$ cat src/rtl/sleepwell_pkg.sv
// Shared constants for the bouncing-ball renderer: default raster size,
// palette and motion FSM encoding.
package sleepwell_pkg;

  localparam int H_ACTIVE_DEF = 640;
  localparam int V_ACTIVE_DEF = 480;

  localparam logic [5:0] COLOR_OFF    = 6'b00_00_00;
  localparam logic [5:0] COLOR_SHADOW = 6'b01_01_01;
  localparam logic [5:0] COLOR_BG     = 6'b00_00_10;

  typedef enum logic [1:0] {
    ST_IDLE   = 2'd0,
    ST_UPDATE = 2'd1,
    ST_DONE   = 2'd2
  } motion_state_t;

  function automatic logic [5:0] ball_color(input logic [1:0] index);
    case (index)
      2'd0:    return 6'b11_10_00;
      2'd1:    return 6'b11_00_11;
      2'd2:    return 6'b00_11_11;
      default: return 6'b11_11_11;
    endcase
  endfunction

endpackage

$ cat src/rtl/ball_axis_step.sv
// One-axis position step with bounce: clamps to [min,max] and flips direction
// when the step would reach or cross a limit.
module ball_axis_step (
  input  logic [9:0] pos,
  input  logic       dir,
  input  logic [2:0] step,
  input  logic [9:0] min,
  input  logic [9:0] max,
  output logic [9:0] next_pos,
  output logic       next_dir
);

  logic [10:0] up_next;
  logic [10:0] low_limit_next;

  // 11-bit sums so neither edge test can wrap
  assign up_next        = {1'b0, pos} + {8'b0, step};
  assign low_limit_next = {1'b0, min} + {8'b0, step};

  always_comb begin
    next_pos = pos;
    next_dir = dir;
    if (dir) begin
      if (up_next >= {1'b0, max}) begin
        next_pos = max;
        next_dir = 1'b0;
      end else begin
        next_pos = up_next[9:0];
      end
    end else begin
      if ({1'b0, pos} <= low_limit_next) begin
        next_pos = min;
        next_dir = 1'b1;
      end else begin
        next_pos = pos - {7'b0, step};
      end
    end
  end

endmodule

$ cat src/rtl/multi_ball_renderer.sv
// Up to four bouncing balls with a shadow ring; positions advance once per
// frame in vertical blanking, pixels go through a 2-stage distance pipeline.
module multi_ball_renderer
  import sleepwell_pkg::*;
#(
  parameter int NUM_BALLS     = 4,
  parameter int BALL_RADIUS   = 20,
  parameter int SHADOW_MARGIN = 4,
  parameter int H_ACTIVE      = H_ACTIVE_DEF,
  parameter int V_ACTIVE      = V_ACTIVE_DEF
) (
  input  logic       clk,
  input  logic       rst_n,
  input  logic [9:0] hpos,
  input  logic [9:0] vpos,
  input  logic       display_on,
  input  logic       pause,
  input  logic [1:0] speed_sel,
  output logic [5:0] rgb,
  output logic       busy
);

  localparam int IDX_W = (NUM_BALLS > 1) ? $clog2(NUM_BALLS) : 1;
  localparam logic [IDX_W-1:0] LAST_IDX = IDX_W'(NUM_BALLS - 1);
  localparam logic [9:0]  X_MIN = 10'(BALL_RADIUS);
  localparam logic [9:0]  X_MAX = 10'(H_ACTIVE - 1 - BALL_RADIUS);
  localparam logic [9:0]  Y_MIN = 10'(BALL_RADIUS);
  localparam logic [9:0]  Y_MAX = 10'(V_ACTIVE - 1 - BALL_RADIUS);
  localparam logic [20:0] R2    = 21'(BALL_RADIUS * BALL_RADIUS);
  localparam logic [20:0] S2    = 21'((BALL_RADIUS + SHADOW_MARGIN) * (BALL_RADIUS + SHADOW_MARGIN));

  motion_state_t    state_reg;
  logic [IDX_W-1:0] idx_reg;
  logic [9:0]       ball_x_reg [NUM_BALLS];
  logic [9:0]       ball_y_reg [NUM_BALLS];
  logic             ball_x_dir_reg [NUM_BALLS];
  logic             ball_y_dir_reg [NUM_BALLS];

  logic       frame_tick;
  logic [2:0] step_next;
  logic [9:0] x_next, y_next;
  logic       x_dir_next, y_dir_next;

  assign frame_tick = (hpos == 10'd0) && (vpos == 10'(V_ACTIVE));
  assign step_next  = {1'b0, speed_sel} + 3'd1;

  ball_axis_step u_x_step (
    .pos      (ball_x_reg[idx_reg]),
    .dir      (ball_x_dir_reg[idx_reg]),
    .step     (step_next),
    .min      (X_MIN),
    .max      (X_MAX),
    .next_pos (x_next),
    .next_dir (x_dir_next)
  );

  ball_axis_step u_y_step (
    .pos      (ball_y_reg[idx_reg]),
    .dir      (ball_y_dir_reg[idx_reg]),
    .step     (step_next),
    .min      (Y_MIN),
    .max      (Y_MAX),
    .next_pos (y_next),
    .next_dir (y_dir_next)
  );

  // Motion FSM; ticks are only accepted in IDLE, so a tick while busy is dropped
  always_ff @(posedge clk or negedge rst_n) begin
    if (!rst_n) begin
      state_reg <= ST_IDLE;
      idx_reg   <= '0;
      busy      <= 1'b0;
      for (int i = 0; i < NUM_BALLS; i++) begin
        ball_x_reg[i]     <= 10'(160 + 80 * i);
        ball_y_reg[i]     <= 10'(120 + 60 * i);
        ball_x_dir_reg[i] <= ~i[0];
        ball_y_dir_reg[i] <= 1'b1;
      end
    end else begin
      case (state_reg)
        ST_IDLE: begin
          if (frame_tick && !pause) begin
            state_reg <= ST_UPDATE;
            idx_reg   <= '0;
            busy      <= 1'b1;
          end
        end
        ST_UPDATE: begin
          ball_x_reg[idx_reg]     <= x_next;
          ball_y_reg[idx_reg]     <= y_next;
          ball_x_dir_reg[idx_reg] <= x_dir_next;
          ball_y_dir_reg[idx_reg] <= y_dir_next;
          if (idx_reg == LAST_IDX) begin
            state_reg <= ST_DONE;
          end else begin
            idx_reg <= idx_reg + 1'b1;
          end
        end
        ST_DONE: begin
          state_reg <= ST_IDLE;
          busy      <= 1'b0;
        end
        default: begin
          state_reg <= ST_IDLE;
          busy      <= 1'b0;
        end
      endcase
    end
  end

  logic [20:0] d2_next [NUM_BALLS];
  logic [20:0] d2_reg  [NUM_BALLS];
  logic        de_reg;

  // Squared distance via absolute differences keeps the multipliers unsigned
  for (genvar gi = 0; gi < NUM_BALLS; gi++) begin : g_dist
    logic [10:0] dx, dy;
    logic [9:0]  adx, ady;
    logic [19:0] sqx, sqy;
    assign dx  = {1'b0, hpos} - {1'b0, ball_x_reg[gi]};
    assign dy  = {1'b0, vpos} - {1'b0, ball_y_reg[gi]};
    assign adx = dx[10] ? 10'(-dx) : dx[9:0];
    assign ady = dy[10] ? 10'(-dy) : dy[9:0];
    assign sqx = adx * adx;
    assign sqy = ady * ady;
    assign d2_next[gi] = {1'b0, sqx} + {1'b0, sqy};
  end

  logic [5:0] rgb_next;
  logic [5:0] ball_rgb;
  logic       ball_hit;
  logic       shadow_hit;

  always_comb begin
    rgb_next   = COLOR_OFF;
    ball_rgb   = COLOR_OFF;
    ball_hit   = 1'b0;
    shadow_hit = 1'b0;
    for (int i = 0; i < NUM_BALLS; i++) begin
      if (!ball_hit && (d2_reg[i] <= R2)) begin
        ball_hit = 1'b1;
        ball_rgb = ball_color(2'(i));
      end
      if (d2_reg[i] <= S2) begin
        shadow_hit = 1'b1;
      end
    end
    if (de_reg) begin
      rgb_next = ball_hit ? ball_rgb : (shadow_hit ? COLOR_SHADOW : COLOR_BG);
    end
  end

  always_ff @(posedge clk or negedge rst_n) begin
    if (!rst_n) begin
      for (int i = 0; i < NUM_BALLS; i++) begin
        d2_reg[i] <= '0;
      end
      de_reg <= 1'b0;
      rgb    <= COLOR_OFF;
    end else begin
      d2_reg <= d2_next;
      de_reg <= display_on;
      rgb    <= rgb_next;
    end
  end

endmodule

$ cat config.mk
export PLATFORM = sky130hd
export DESIGN_NAME = multi_ball_renderer
export DESIGN_NICKNAME = d
export VERILOG_FILES = /design/src/rtl/sleepwell_pkg.sv /design/src/rtl/ball_axis_step.sv /design/src/rtl/multi_ball_renderer.sv
export SDC_FILE = /design/constraint.sdc
export NUM_CORES = 2
export LEC_CHECK = 0
export BUFFER_PORTS_ARGS = -buffer_cell sky130_fd_sc_hd__buf_2
export CORE_MARGIN = 4
export CORE_UTILIZATION = 61
export DETAILED_ROUTE_END_ITERATION = 6
export HOLD_SLACK_MARGIN = 0.15
export PLACE_DENSITY = 0.91
export SYNTH_ARGS = -nofsm -noshare
export SYNTH_HDL_FRONTEND = slang
export SYNTH_SLANG_ARGS = --single-unit
$ cat constraint.sdc
create_clock -name clk -period 9.1 [get_ports clk]
set_clock_uncertainty 0.1 [all_clocks]
set_input_delay 0.455 -clock clk [delete_from_list [all_inputs] [get_ports clk]]
set_output_delay 0.455 -clock clk [all_outputs]
set_load 0.005 [all_outputs]
==> results.md <==
* WP data required at 9.43 ns
* Area Growth Syn to Fin at 7.83%
* Nets at 5087
* CP Capture Type: register
* Setup TNS at 0 ns
* Number of synthesized flops with an enable pin at 0
* Share of cells above drive strength 1 at 10.2%
* Register bit count reported by yosys at 184
* Starting Density at 61.7%
* GRT Util Overall at 29.4%
* Longest Clk Path Bufs at 2
* Total gr overflow at 0
* Top cell type's share of synthesized area at 29.9%
* Kind of critical path: reg -> reg
* # port buffers at 32
* Syn Area/Cell at 9.01 µm²
* DP Wirelength at 74800 µm
* Main synth FF type: dfrtp_1
* Crit path top cell by count: fa_1
* Post-DR vias/cell at 5.85
* Share of the yosys chip area belonging to registers at 13.1%
* CTS Root Cell: clkbuf_16
* Post-Route WL at 90900 µm
* Final setup vio count at 0
* Area of the multi-input gates at 27500 µm²
* Max Cap Viol at 0
* Initial antenna violation count at 7
* Startpoint types: register
* Slowest stage delay, CP at 0.55 ns
* CTS sink count at 184
* Global-route wire length before repair at 149000 µm
* DIE WIDTH at 250 µm
* Vias at 28500
* Vias in the first global route at 30100
* Yosys cell types at 105
* Ys async rst share at 100%
* Number of flip-flops in the largest register at 84
* CTS buffer count at 17
* DRC viols at 0
* Cell family with most CP delay: adder cells
* Fin area at 38400 µm²
* Cell count after synthesis at 3950
* Placer Congestion at 0.998
* Net count after synthesis at 4951
* Die height at 250 µm
* CP Max Fanout at 5
* Slew @ Worst Pin at 0.945 ns
* Worst EP arrival at 9.21 ns
* Class of the worst hold path: in -> reg
* Area contributors post-synth: fa_1 (30%), ha_1 (16%), dfrtp_1 (11%)
* Slowest stage cell on the critical path: fa_1
* Outcome: completed
* CTS tree: yes
* Core Rows at 88
* Total die area at 62300 µm²
* Initial DRT Pass Iterations at 6
* H-tree levels at 4
* Hold WS at 0.349 ns
* Fin cells at 4867
* Fill cells at 4177
* Worst-path clk slew at 0.09 ns
* I/O Pins at 33
* Final hold vios at 0
* Placed cell areas at 37400 µm²
* Max Fclk at 0.113 GHz
* Mapped Area at 35600 µm²
* CP bufs+invs at 3
* Insertion delay to the later sink of the worst-skew pair at 0.51 ns
* Max-slew violation count at 0
* Largest net degree at the start of global routing at 65
* WL/cell at 18.7 µm
* Final period utilization at 97.6%
* Synth warnings at 0
* Largest area contributor in the netlist: fa_1
* Tmin final at 8.88 ns
* 1st-iter DRT viols at 2367
* Placed Cells at 4820
* Final ANT Viol Nets at 0
* CORE AREA at 57700 µm²
* FF/Latch Area at 4650 µm²
* Relative slew slack at 36.6%
==> placed cells by master, fill, tap and decap left out, types with 25 or more instances in the layout <==
cell and n:
dfrtp_1 151, fa_1 531, o21a_1 25, or2_2 44, o21ai_1 35, xnor2_1 140, dfstp_2 33, nor2b_1 35
xor2_1 73, buf_4 157, nor2_1 379, nand2b_1 61, a21oi_1 108, nand2_1 285, ha_1 444, nand3_1 34
a21o_1 44, buf_2 31, inv_1 864, nor3_1 60, o21ai_0 125
==> tightest hold or removal path: stages <==
cell     delay, ns
buf_2         0.15
nor4_1        0.08
nand4_1       0.14
o21ai_0       0.09
==> layer usage <==
layer	wire length [µm]	vias to the layer above	GRT usage [%]
met1	34400	13900	36.6
met2	43300	1414	49.3
met3	9000	326	7.41
met5	40	-	0
li1	-	12800	-
met4	4260	8	12.2
==> Yosys cell counts (60+ instances only) <==
cell type,instances
ha_1,444
nor2_1,383
xnor2_1,147
nand2_1,286
fa_1,531
inv_1,864
dfrtp_1,151
nor3_1,60
nand2b_1,63
o21ai_0,130
xor2_1,74
a21oi_1,111
==> through the flow <==
step / setup WS [ns] / utilization (%)
2_1_floorplan: 0.240 / -
3_3_place_gp: 0.0500 / 64.9
3_5_place_dp: -0.155 / 64.9
4_1_cts: 0.164 / 66.0
5_1_grt: -0.0579 / 66.5
6_report: 0.219 / 66.5
==> final cells by class <==
type,count,share of cell area [%]
diodes,3,0.0196
clock buffers,18,1.12
clock inverters,14,0.463
inverters,871,8.52
multi-input cells,2820,71.7
flip-flops and latches,184,12.1
well taps,765,2.49
repair buffers,192,3.61
==> cell families after synthesis <==
family	synth area share (%)
xor+xnor	5.62
buf+inv	10.3
fa+ha+maj	45.5
mux	1.89
flops	13.1
compound gates	9.92
simple gates	13.7
==> worst paths after layout <==
check | from | slack (ns) | cells after the start | end
max in group asynchronous | rst_n | 7.23 | 3 | ball_x_reg[38]
hold reg to reg | ball_x_dir_reg[1] | 0.38 | 2 | ball_x_dir_reg[1]
setup / recovery | ball_x_reg[10] | 0.22 | 29 | d2_reg[41]
setup reg to reg | ball_x_reg[10] | 0.22 | 29 | d2_reg[41]
min in group asynchronous | rst_n | 0.41 | 2 | d2_reg[19]
hold / removal | vpos[0] | 0.35 | 4 | busy
==> timing repair <==
item,4_1_cts,5_1_grt
endpoints found under the setup margin,0,14
hold endpoints to repair,46,0
hold buffers,2,0
resized for setup,0,49
setup buffers,0,10
Power is left out: the tool's default activity adds up to more than one toggle a clock period on the data nets, which glitch-free logic cannot reach.
